--- src/rtl/streamcalc_ctrl.sv ---
// streamcalc_ctrl: token-driven initiator for the streamcalc queue.
// Accepts calculator tokens, issues apply/op/in commands to the queue,
// and returns emitted values on a result handshake. It mirrors queue
// occupancy so that it never issues an illegal command.
// Optional feature macro: STREAMCALC_SAT_EN (saturating add/sub/mul).
module streamcalc_ctrl #(
  parameter int W     = 8,
  parameter int DEPTH = 11
) (
  input  logic         clk,
  input  logic         rst,
  input  logic         tok_valid,
  output logic         tok_ready,
  input  logic [2:0]   tok_op,
  input  logic [W-1:0] tok_data,
  output logic         q_apply,
  output logic [2:0]   q_op,
  output logic [W-1:0] q_in,
  input  logic [W-1:0] q_first,
  input  logic [W-1:0] q_second,
  input  logic         q_empty,
  input  logic         q_valid,
  output logic         res_valid,
  input  logic         res_ready,
  output logic [W-1:0] res_data,
  output logic         err,
  output logic [1:0]   err_code,
  output logic [3:0]   count
);

  typedef enum logic [1:0] {
    IDLE = 2'd0,
    EXEC = 2'd1,
    EMIT = 2'd2,
    ERR  = 2'd3
  } state_t;

  localparam logic [3:0] DEPTH_C = 4'(DEPTH);

  localparam logic [2:0] OP_ADD  = 3'd0;
  localparam logic [2:0] OP_SUB  = 3'd1;
  localparam logic [2:0] OP_MUL  = 3'd2;
  localparam logic [2:0] OP_AND  = 3'd3;
  localparam logic [2:0] OP_XOR  = 3'd4;
  localparam logic [2:0] OP_PUSH = 3'd5;
  localparam logic [2:0] OP_POP  = 3'd6;
  localparam logic [2:0] OP_EMIT = 3'd7;

  localparam logic [1:0] EC_UNDER = 2'd1;
  localparam logic [1:0] EC_OVER  = 2'd2;
  localparam logic [1:0] EC_QBAD  = 2'd3;

  state_t         state, state_next;
  logic [3:0]     count_next;
  logic           q_apply_next;
  logic [2:0]     q_op_next;
  logic [W-1:0]   q_in_next;
  logic           res_valid_next;
  logic [W-1:0]   res_data_next;
  logic           err_next;
  logic [1:0]     err_code_next;
  logic           incons;
  logic           accept;
  logic           underflow;
  logic           overflow;

  // Operator result: left operand is the queue head (a), right is the entry behind it (b).
  function automatic logic [W-1:0] alu(input logic [2:0] op,
                                       input logic [W-1:0] a,
                                       input logic [W-1:0] b);
    logic [W:0]     s;
    logic [2*W-1:0] p;
    logic [W-1:0]   r;
    s = {1'b0, a} + {1'b0, b};
    p = a * b;
    case (op)
`ifdef STREAMCALC_SAT_EN
      OP_ADD:  r = s[W] ? {W{1'b1}} : s[W-1:0];
      OP_SUB:  r = (a < b) ? {W{1'b0}} : (a - b);
      OP_MUL:  r = (|p[2*W-1:W]) ? {W{1'b1}} : p[W-1:0];
`else
      OP_ADD:  r = s[W-1:0];
      OP_SUB:  r = a - b;
      OP_MUL:  r = p[W-1:0];
`endif
      OP_AND:  r = a & b;
      OP_XOR:  r = a ^ b;
      default: r = {W{1'b0}};
    endcase
    return r;
  endfunction

  // Queue fault detection and token legality against the mirrored occupancy.
  always_comb begin
    incons    = (state == IDLE) && (q_empty != (count == 4'd0));
    tok_ready = (state == IDLE) && !rst && q_valid && !incons;
    accept    = tok_valid && tok_ready;
    underflow = ((tok_op <= OP_XOR) && (count < 4'd2)) ||
                (((tok_op == OP_POP) || (tok_op == OP_EMIT)) && (count < 4'd1));
    overflow  = (tok_op == OP_PUSH) && (count >= DEPTH_C);
  end

  // Next-state and next-output logic for the controller FSM.
  always_comb begin
    state_next     = state;
    count_next     = count;
    q_apply_next   = 1'b0;
    q_op_next      = q_op;
    q_in_next      = q_in;
    res_valid_next = res_valid;
    res_data_next  = res_data;
    err_next       = err;
    err_code_next  = err_code;
    case (state)
      IDLE: begin
        if (!q_valid || incons) begin
          state_next    = ERR;
          err_next      = 1'b1;
          err_code_next = EC_QBAD;
        end else if (accept) begin
          if (underflow) begin
            state_next    = ERR;
            err_next      = 1'b1;
            err_code_next = EC_UNDER;
          end else if (overflow) begin
            state_next    = ERR;
            err_next      = 1'b1;
            err_code_next = EC_OVER;
          end else if (tok_op == OP_EMIT) begin
            state_next     = EMIT;
            res_valid_next = 1'b1;
            res_data_next  = q_first;
          end else begin
            state_next   = EXEC;
            q_apply_next = 1'b1;
            q_op_next    = tok_op;
            if (tok_op == OP_PUSH) begin
              q_in_next = tok_data;
            end else if (tok_op == OP_POP) begin
              q_in_next = {W{1'b0}};
            end else begin
              q_in_next = alu(tok_op, q_first, q_second);
            end
          end
        end else begin
          state_next = IDLE;
        end
      end
      EXEC: begin
        if (!q_valid) begin
          state_next    = ERR;
          err_next      = 1'b1;
          err_code_next = EC_QBAD;
        end else begin
          state_next = IDLE;
          if (q_op == OP_PUSH) begin
            count_next = count + 4'd1;
          end else if (q_op != OP_EMIT) begin
            count_next = count - 4'd1;
          end else begin
            count_next = count;
          end
        end
      end
      EMIT: begin
        if (!q_valid) begin
          state_next     = ERR;
          err_next       = 1'b1;
          err_code_next  = EC_QBAD;
          res_valid_next = 1'b0;
        end else if (res_ready) begin
          state_next     = IDLE;
          res_valid_next = 1'b0;
        end else begin
          state_next = EMIT;
        end
      end
      ERR: begin
        state_next     = ERR;
        res_valid_next = 1'b0;
      end
      default: begin
        state_next     = ERR;
        err_next       = 1'b1;
        err_code_next  = EC_QBAD;
        res_valid_next = 1'b0;
      end
    endcase
  end

  // State and registered outputs; async reset aborts any command in flight.
  always_ff @(posedge clk or posedge rst) begin
    if (rst) begin
      state     <= IDLE;
      count     <= 4'd0;
      q_apply   <= 1'b0;
      q_op      <= 3'd0;
      q_in      <= {W{1'b0}};
      res_valid <= 1'b0;
      res_data  <= {W{1'b0}};
      err       <= 1'b0;
      err_code  <= 2'd0;
    end else begin
      state     <= state_next;
      count     <= count_next;
      q_apply   <= q_apply_next;
      q_op      <= q_op_next;
      q_in      <= q_in_next;
      res_valid <= res_valid_next;
      res_data  <= res_data_next;
      err       <= err_next;
      err_code  <= err_code_next;
    end
  end

endmodule
--- config.mk ---
export PLATFORM = sky130hd
export DESIGN_NAME = streamcalc_ctrl
export DESIGN_NICKNAME = d
export VERILOG_FILES = /design/src/rtl/streamcalc_ctrl.sv
export SDC_FILE = /design/constraint.sdc
export NUM_CORES = 1
export LEC_CHECK = 0
export ABC_AREA = 1
export BUFFER_PORTS_ARGS = -buffer_cell sky130_fd_sc_hd__buf_2
export CORE_ASPECT_RATIO = 0.75
export CORE_MARGIN = 2
export CORE_UTILIZATION = 45
export DETAILED_ROUTE_END_ITERATION = 8
export PLACE_DENSITY = 0.67
export REMOVE_ABC_BUFFERS = 1
export SETUP_SLACK_MARGIN = 0.5
export SYNTH_ARGS = -nofsm -noshare
export SYNTH_HDL_FRONTEND = slang
export SYNTH_SLANG_ARGS = --single-unit
--- constraint.sdc ---
create_clock -name clk -period 2.23 [get_ports clk]
set_clock_uncertainty 0.2 [all_clocks]
set_input_delay 0.3345 -clock clk [delete_from_list [all_inputs] [get_ports clk]]
set_output_delay 0.3345 -clock clk [all_outputs]
set_load 0.02 [all_outputs]
==> results of run 1 <==
[worst max-delay path: stages]
cell	delay, ns
clkbuf_4	0.15
buf_4	0.14
nand2_1	0.05
inv_1	0.05
ha_1	0.35
ha_4	0.27
fa_1	0.53
inv_1	0.05
fa_2	0.52
inv_2	0.04
ha_4	0.26
o21ai_1	0.06
and2_4	0.16
inv_2	0.04
nand3_1	0.07
nand3_1	0.07
nand4_1	0.08
nand2_1	0.07
inv_1	0.04
[placed cells by master, fill, tap and decap left out, types with 2 or more instances in the layout]
cell	instances
a31oi_1	3
clkbuf_8	6
ha_2	4
fa_1	8
a21oi_2	3
nor3_1	6
xnor2_1	6
o21ai_2	3
buf_2	51
a41oi_1	2
nor2_1	26
or2_2	4
dfrtp_1	30
or2_4	2
nand4_1	2
fa_2	5
ha_1	28
ha_4	8
nand3_2	6
inv_2	21
nand3b_1	2
a21oi_1	14
a22o_1	3
buf_4	64
buf_12	2
nand2_1	123
buf_6	11
xor2_1	7
inv_1	82
nor2_4	4
o21ai_1	10
o21ai_0	8
nand3_1	22
a21o_1	2
nand2_2	10
[state kept, by name, indices dropped and copies added (netlist names)]
signal     cells
q_op           3
q_apply        1
err_code       2
state          2
res_data       8
err            1
q_in           8
count          4
res_valid      1
[worst max path at each step]
stage	to	from	slack [ns]
after floorplan	q_in[6]$_DFFE_PP0P_	q_second[4]	-1.40
after global placement	q_in[6]$_DFFE_PP0P_	q_second[4]	-1.63
after detailed placement	q_in[6]$_DFFE_PP0P_	q_second[4]	-1.67
after CTS	q_in[7]$_DFFE_PP0P_	q_first[3]	-1.09
after global routing	q_in[7]$_DFFE_PP0P_	q_second[4]	-1.28
final	q_in[7]$_DFFE_PP0P_	q_first[0]	-1.12
[where the power goes]
part / switching (mW) / internal [mW]
combinational: 1.31 / 0.989
clock: 0.220 / 0.248
sequential: 0.162 / 0.744
total: 1.70 / 1.98
[cells by family (layout without fill, tap and decap cells)]
family                   after synthesis  count (layout)  synth area share
AND/OR/NAND/NOR                      215             215            0.2772
AO/OA/AOI/OAI                         57              57            0.1079
flip-flops                            30              30            0.2232
XOR/XNOR                              13              13           0.03385
adder cells (fa/ha/maj)               53              53            0.2262
buffers and inverters                113             242            0.1317
[per-layer routing]
metal | part of all wire | vias up
met3 | 0.051 | 10
met2 | 0.45 | 93
met4 | 0.0085 | 0
li1 | - | 1758
met1 | 0.49 | 1602
met5 | 0 | -
[layout make-up]
class                      instances  area [um^2]
multi-input combinational        338         2439
clock inverter                     2        12.51
clock buffer                       6        82.58
timing repair buffer             130        922.1
fill                             627         2571
tap                              101        126.4
inverter                         104        392.9
sequential                        30        750.7
[metrics by stage]
stage | hold WS [ns] | worst slack, ns
after floorplan | 0.2513 | -1.404
after global placement | 0.2440 | -1.634
after detailed placement | 0.2545 | -1.674
after CTS | 0.02433 | -1.093
after global routing | 0.05961 | -1.283
final | 0.01774 | -1.115
[what timing repair did]
item / 4_1_cts / 5_1_grt
setup buffers: 11 / 3
setup endpoints to repair: 28 / 28
resized for setup: 76 / 32
hold buffers: 0 / 0
cloned: 0 / 0
pin swaps: 30 / 9
==> results.json, run 1 <==
{
  "relSlewSlack": 0.6649,
  "num_rows": 27,
  "wl_per_cell_um": 13.92,
  "fin_util": 0.6476,
  "dpl.hpwl_um": 7763,
  "synth_edf_count": 0,
  "path_clk_slew_ns": 0.07,
  "reg2reg_depth": 11,
  "grtUsageTotal": 0.2473,
  "use_met2": 0.3914,
  "overflow": 0,
  "max_cap_viol_count": 0,
  "period_needed_ns": 3.345,
  "final_antenna_net_count": 0,
  "netlist_top_cells_count": "nand2_1 (134), inv_1 (101), ha_1 (40)",
  "period_share": 1.500,
  "first_global_vias": 3379,
  "synth_cell_types": 39,
  "core_area_mm2": 0.007297,
  "clockBufferDepth": 2,
  "wirelength_um": 9899,
  "fin_cells": 711,
  "ir_worst_vdd_v": 0.0004906,
  "post_dp_cell_area_mm2": 0.004155,
  "synth_seq_area_share": 0.2232,
  "yosys.area.top_type": "dfrtp_1",
  "vias": 3463,
  "async_reset_ff_frac": 1.000,
  "grt.met3_usage": 0.05172,
  "die_w_um": 103.8,
  "num_antenna_cells": 0,
  "r2r_start": "count[2]$_DFFE_PP0P_",
  "synth_flop_cell": "dfrtp_1",
  "final_area_mm2": 0.004726,
  "cp_max_fo": 4,
  "reg2reg_to": "q_in[7]$_DFFE_PP0P_",
  "worst_hold_path_type": "in -> async",
  "power_mw": 3.678,
  "drive_above_1_share": 0.3607,
  "finalHoldViolCount": 0,
  "run_status": "complete, but fails checks",
  "yosysWarningCount": 0,
  "top_usage_layer": "met2",
  "worstSetupPathType": "in -> reg",
  "area_growth_pct": 40.51,
  "firstDrtPassIters": 5,
  "io_buffers": 61,
  "synth_top_area_share": 0.2232,
  "die-area_mm2": 0.008189,
  "start_kind": "input pin",
  "final_nets": 695,
  "finalSetupViolations": 6,
  "synthTopCellsByArea": "dfrtp_1 (22%), nand2_1 (15%), ha_1 (15%), inv_1 (11%), fa_1 (7.7%)",
  "htree_levels": 2,
  "setup_ws_ns": -1.115,
  "pin_count": 62,
  "cts-root-buf": "clkbuf_8",
  "synth_cells": 481,
  "cts_made_buffers": 5,
  "required_ns": 2.21,
  "fp.dieH_um": 78.87,
  "antenna_found_initial": 0,
  "violations": "setup timing",
  "netlist_area_mm2": 0.003363,
  "grt_util_met1": 0.3544,
  "routabilityCongestion": 0.9375,
  "synth_seq_cells": 30,
  "place_inst": 689,
  "r2r_slack_ns": 0.13,
  "drt_iter0_drc": 213,
  "power_density_mw_per_mm2": 778.3,
  "syn_avg_cell_area_um2": 6.992,
  "grt_max_degree": 31,
  "crit_arrival_ns": 3.32,
  "worstMarginPinSlew_ns": 0.5008,
  "endpoint_kind": "register",
  "p_leak_nw": 2.651,
  "cts_tree": "yes",
  "rsz0062_at_grt": "yes",
  "clk_latency_ns": 0.28,
  "route.detailed.drc": 0,
  "tns_ns": -4.752,
  "viasPerCell": 4.871,
  "synth_most_common_cell": "nand2_1",
  "fmax_mhz": 298.9,
  "grt_pass1_wl_um": 16140,
  "cts_sinks": 30,
  "final_max_slew_viol_count": 0,
  "initial_core_util": 0.4609
}
(Power assumes the default switching activity.)
==> run 2, diff against run 1 <==
--- a/config.mk
+++ b/config.mk
@@ -14,6 +14,7 @@
 export PLACE_DENSITY = 0.67
 export REMOVE_ABC_BUFFERS = 1
 export SETUP_SLACK_MARGIN = 0.5
+export SKIP_LAST_GASP = 1
 export SYNTH_ARGS = -nofsm -noshare
 export SYNTH_HDL_FRONTEND = slang
 export SYNTH_SLANG_ARGS = --single-unit
==> run 2 against run 1 <==
Final area is 0.11% lower. Global-route usage is 0.31 points lower. Critical path type unchanged. Maximum frequency is 0.23% lower. The run still ends with setup timing left.
==> results.json, run 2 (synthesized netlist as in run 1, its figures left out) <==
{
  "violations": "setup timing",
  "initial_core_util": 0.4609,
  "endpoint_kind": "register",
  "rsz0062_at_grt": "yes",
  "route.detailed.drc": 0,
  "first_global_vias": 3379,
  "path_common_cell": "inv_2",
  "firstDrtPassIters": 5,
  "drive_above_1_share": 0.3607,
  "core_area_mm2": 0.007297,
  "run_status": "complete, but fails checks",
  "viasPerCell": 4.896,
  "cp_cell_sequence": "buf_8 > nand2_4 > fa_2 > fa_1 > inv_2 > fa_1 > inv_2 > fa_2 > inv_2 > ha_4 > o21ai_1 > and2_4 > inv_1 > nand3_1 > nand3_1 > nand4_1 > nand2_1 > inv_1",
  "grt_pass1_wl_um": 15950,
  "cts_hold_buffers": 0,
  "fp.dieH_um": 78.87,
  "path_clk_slew_ns": 0.07,
  "cts_sinks": 30,
  "vias": 3481,
  "overflow": 0,
  "max_cap_viol_count": 0,
  "cts_made_buffers": 5,
  "fillers": 637,
  "power_density_mw_per_mm2": 780.4,
  "routabilityCongestion": 0.9375,
  "htree_levels": 2,
  "p_leak_nw": 2.648,
  "ir_worst_vdd_v": 0.0004906,
  "wl_per_cell_um": 13.81,
  "io_buffers": 61,
  "num_antenna_cells": 0,
  "die-area_mm2": 0.008189,
  "clk_latency_ns": 0.29,
  "setup_ws_ns": -1.123,
  "worst_hold_path_type": "in -> async",
  "worstMarginPinSlew_ns": 0.4998,
  "area_growth_pct": 40.36,
  "final_nets": 695,
  "die_w_um": 103.8,
  "relSlewSlack": 0.6656,
  "final_antenna_net_count": 0,
  "period_needed_ns": 3.353,
  "antenna_found_initial": 0,
  "cts_tree": "yes",
  "drt_iter0_drc": 186,
  "clockBufferDepth": 2,
  "fmax_mhz": 298.2,
  "power_mw": 3.684,
  "crit_arrival_ns": 3.33,
  "grtUsageTotal": 0.2442,
  "worstSetupPathType": "in -> reg",
  "tns_ns": -4.762,
  "required_ns": 2.21,
  "finalHoldViolCount": 0,
  "period_share": 1.504,
  "wirelength_um": 9818,
  "slowest_stage": "fa_2",
  "mostFrequentLayoutCells": "nand2_1 (123), inv_1 (82), buf_4 (63)",
  "ff_latch_area_um2": 750.7,
  "cp_max_fo": 4,
  "multi_input_area_mm2": 0.002439,
  "crit_path_max_incr_delay_ns": 0.53,
  "grt_max_degree": 31,
  "pin_count": 62,
  "dpl.hpwl_um": 7763,
  "layout_commonest_cell": "nand2_1",
  "start_kind": "input pin",
  "final_max_slew_viol_count": 0,
  "finalSetupViolations": 6,
  "cts-root-buf": "clkbuf_8",
  "num_rows": 27,
  "top_regs": "q_in x8, res_data x8, count x4"
}
==> run 2: metal layers <==
| layer | wire (um) | track usage | vias up |
|---|---|---|---|
| li1 | - | - | 1761 |
| met1 | 4780 | 0.3520 | 1605 |
| met2 | 4355 | 0.3789 | 102 |
| met3 | 576 | 0.05583 | 13 |
| met4 | 106 | 0.04459 | 0 |
| met5 | 0 | 0 | - |
==> run 2: worst max-delay path: cells and delay by family <==
| kind | cells | cell delay, ns |
|---|---|---|
| simple gates | 6 | 0.47 |
| buf+inv | 6 | 0.28 |
| compound gates | 1 | 0.06 |
| fa+ha+maj | 5 | 2.18 |
==> run 2: report_power, final <==
group | internal (mW) | switching [mW] | total, mW
clock | 0.248 | 0.222 | 0.470
sequential | 0.744 | 0.162 | 0.906
combinational | 0.992 | 1.32 | 2.31
total | 1.98 | 1.70 | 3.68
==> run 2: worst paths after layout <==
| kind | cells past startpoint | endpoint | slack, ns | startpoint |
|---|---|---|---|---|
| setup / recovery | 18 | q_in[7]$_DFFE_PP0P_ | -1.12 | q_second[4] |
| hold / removal | 3 | count[3]$_DFFE_PP0P_ | 0.02 | rst |
| setup reg to reg | 11 | q_in[7]$_DFFE_PP0P_ | 0.15 | count[2]$_DFFE_PP0P_ |
| hold reg to reg | 2 | err$_DFFE_PP0P_ | 0.27 | err$_DFFE_PP0P_ |
| max in group asynchronous | 3 | q_in[3]$_DFFE_PP0P_ | 1.52 | rst |
| min in group clk | 3 | q_in[0]$_DFFE_PP0P_ | 0.11 | tok_data[0] |
==> run 2: metrics by stage <==
step                      std cells  area (um^2)  utilization  worst slack, ns  hold WS (ns)
after floorplan                 472         3311            -           -1.404        0.2513
after CTS                       708         4584       0.6283           -1.135       0.02433
after global routing            711         4721       0.6469           -1.312       0.05963
after global placement          689         4155       0.5694           -1.634        0.2440
final                           711         4721       0.6469           -1.123       0.01620
after detailed placement        689         4155       0.5694           -1.674        0.2545
==> run 2: what timing repair did <==
item,in CTS,in global routing
pin swaps,30,19
setup buffers,11,3
gates resized for setup,68,39
setup endpoints to repair,28,28
==> run 2: cell type report <==
cell class | count | share of cell area
timing repair buffer | 130 | 0.1943
clock buffer | 6 | 0.01749
clock inverter | 2 | 0.002650
tap | 101 | 0.02677
inverter | 104 | 0.08322
multi-input combinational | 338 | 0.5166
sequential | 30 | 0.1590
==> run 3, diff against run 2 <==
--- a/config.mk
+++ b/config.mk
@@ -14,6 +14,7 @@
 export PLACE_DENSITY = 0.67
 export REMOVE_ABC_BUFFERS = 1
 export SETUP_SLACK_MARGIN = 0.5
+export SKIP_CTS_REPAIR_TIMING = 1
 export SKIP_LAST_GASP = 1
 export SYNTH_ARGS = -nofsm -noshare
 export SYNTH_HDL_FRONTEND = slang
==> run 3 against run 2 <==
The flow still finishes with violations (setup timing). Final cell count up 0.14%. Core utilization up 0.21 points. Die area unchanged. Global-route usage down 1.1 points. Clock-buffer cell count unchanged. Sequential power up 1%. First-iteration DRC count up 30%. Wire length up 1.1%. Clock power about the same. Total power up 1.1%. Register-to-register slack worse by 0.02 ns. Largest power group unchanged.
==> results.json, run 3 (synthesized netlist as in run 1, its figures left out) <==
{
  "holdWs_ns": 0.04360,
  "r2r_start": "count[0]$_DFFE_PP0P_",
  "clk_latency_ns": 0.29,
  "antenna_found_initial": 0,
  "p_leak_nw": 2.655,
  "path_clk_slew_ns": 0.08,
  "io_buffers": 61,
  "max_cap_viol_count": 0,
  "period_needed_ns": 3.399,
  "final_antenna_net_count": 0,
  "wirelength_um": 9929,
  "clockBufferDepth": 2,
  "cts_made_buffers": 5,
  "num_antenna_cells": 0,
  "vias": 3452,
  "place_inst": 689,
  "num_rows": 27,
  "fin_cells": 712,
  "die_w_um": 103.8,
  "layout_commonest_cell": "nand2_1",
  "start_kind": "input pin",
  "dpl.hpwl_um": 7763,
  "post_dp_cell_area_mm2": 0.004155,
  "finalSetupViolations": 7,
  "overflow": 0,
  "grt_pass1_wl_um": 15210,
  "cp_max_fo": 4,
  "fp.dieH_um": 78.87,
  "rsz0062_at_grt": "yes",
  "mostFrequentLayoutCells": "nand2_1 (120), inv_1 (86), buf_4 (63)",
  "ir_worst_vdd_v": 0.0004910,
  "routabilityCongestion": 0.9375,
  "final_max_slew_viol_count": 0,
  "period_share": 1.524,
  "worstSetupPathType": "in -> reg",
  "core_area_mm2": 0.007297,
  "setup_ws_ns": -1.169,
  "first_global_vias": 3217,
  "pin_count": 62,
  "finalHoldViolCount": 0,
  "grt_max_degree": 31,
  "run_status": "complete, but fails checks",
  "cp_cell_sequence": "buf_8 > nand2_4 > fa_2 > fa_1 > inv_2 > fa_1 > inv_1 > fa_2 > inv_2 > ha_4 > o21ai_2 > and2_4 > inv_2 > nand3_2 > nand3_2 > nand4_1 > nand2_1 > inv_1",
  "die-area_mm2": 0.008189,
  "firstDrtPassIters": 5,
  "crit_arrival_ns": 3.38,
  "path_common_cell": "inv_2",
  "viasPerCell": 4.848,
  "crit_path_max_incr_delay_ns": 0.52,
  "route.detailed.drc": 0,
  "relSlewSlack": 0.6735,
  "reg2reg_depth": 12,
  "cts_tree": "yes",
  "area_growth_pct": 40.81,
  "grtUsageTotal": 0.2327,
  "crit_start": "q_first[3]",
  "slowest_stage": "fa_1",
  "cts_sinks": 30,
  "cts-root-buf": "clkbuf_8",
  "worstMarginPinSlew_ns": 0.4879,
  "drive_above_1_share": 0.3633,
  "wl_per_cell_um": 13.95,
  "worst_hold_path_type": "in -> async",
  "fmax_mhz": 294.2,
  "top_regs": "q_in x8, res_data x8, count x4",
  "drt_iter0_drc": 241,
  "htree_levels": 2,
  "final_nets": 696,
  "violations": "setup timing",
  "endpoint_kind": "register",
  "power_density_mw_per_mm2": 786.8,
  "required_ns": 2.21,
  "final_area_mm2": 0.004736,
  "initial_core_util": 0.4609
}
==> run 3: cell types whose count changed in the layout (fill, tap and decap cells not counted), moves of 2 or more <==
cell / before / now
buf_6: 11 / 13
buf_8: 4 / 2
ha_4: 8 / 6
inv_1: 82 / 86
inv_2: 21 / 15
inv_4: 1 / 3
nand2_1: 123 / 120
nand2_2: 10 / 12
nand3_1: 22 / 20
nand3_2: 6 / 8
==> run 3: critical path, delay by kind of cell <==
family          cells  cell delay, ns
buf+inv             6            0.30
compound gates      1            0.05
fa+ha+maj           5            2.19
simple gates        6            0.49
==> run 3: routing by layer <==
metal	global-route usage	routed length (um)	up-vias
li1	-	-	1758
met1	0.3510	4752	1583
met2	0.3559	4457	100
met3	0.03448	643	11
met4	0.04324	76	0
met5	0	0	-
==> run 3: path summary, 6_finish.rpt <==
kind                                          to  slack (ns)
min reg2reg                      err$_DFFE_PP0P_        0.26
max reg2reg                res_valid$_DFFE_PP0P_        0.13
max in group asynchronous   count[0]$_DFFE_PP0P_        1.46
min in group clk             q_in[0]$_DFFE_PP0P_        0.11
max                          q_in[7]$_DFFE_PP0P_       -1.17
min                            q_apply$_DFF_PP0_        0.04
==> run 3: final cells by class <==
| cell class | instances | area [um^2] |
|---|---|---|
| Multi-Input combinational cell | 338 | 2435 |
| Sequential cell | 30 | 752.0 |
| Clock inverter | 2 | 12.51 |
| Inverter | 104 | 397.9 |
| Clock buffer | 6 | 82.58 |
| Timing Repair Buffer | 131 | 929.6 |
| Tap cell | 101 | 126.4 |
| Fill cell | 646 | 2561 |
==> run 3: through the flow <==
stage	setup slack [ns]	setup TNS [ns]	power [mW]	utilization
6_report	-1.169	-5.065	3.726	0.6490
3_3_place_gp	-1.634	-7.925	2.791	0.5694
5_1_grt	-1.312	-5.923	4.031	0.6490
2_1_floorplan	-1.404	-5.030	2.169	-
3_5_place_dp	-1.674	-8.135	2.843	0.5694
4_1_cts	-1.375	-6.271	3.326	0.5825
==> run 3: power breakdown <==
group | total, mW | switching, mW | internal [mW] | leakage, nW
registers | 0.917 | 0.171 | 0.746 | 0.373
logic | 2.34 | 1.34 | 1.00 | 2.24
clock network | 0.471 | 0.223 | 0.248 | 0.0472
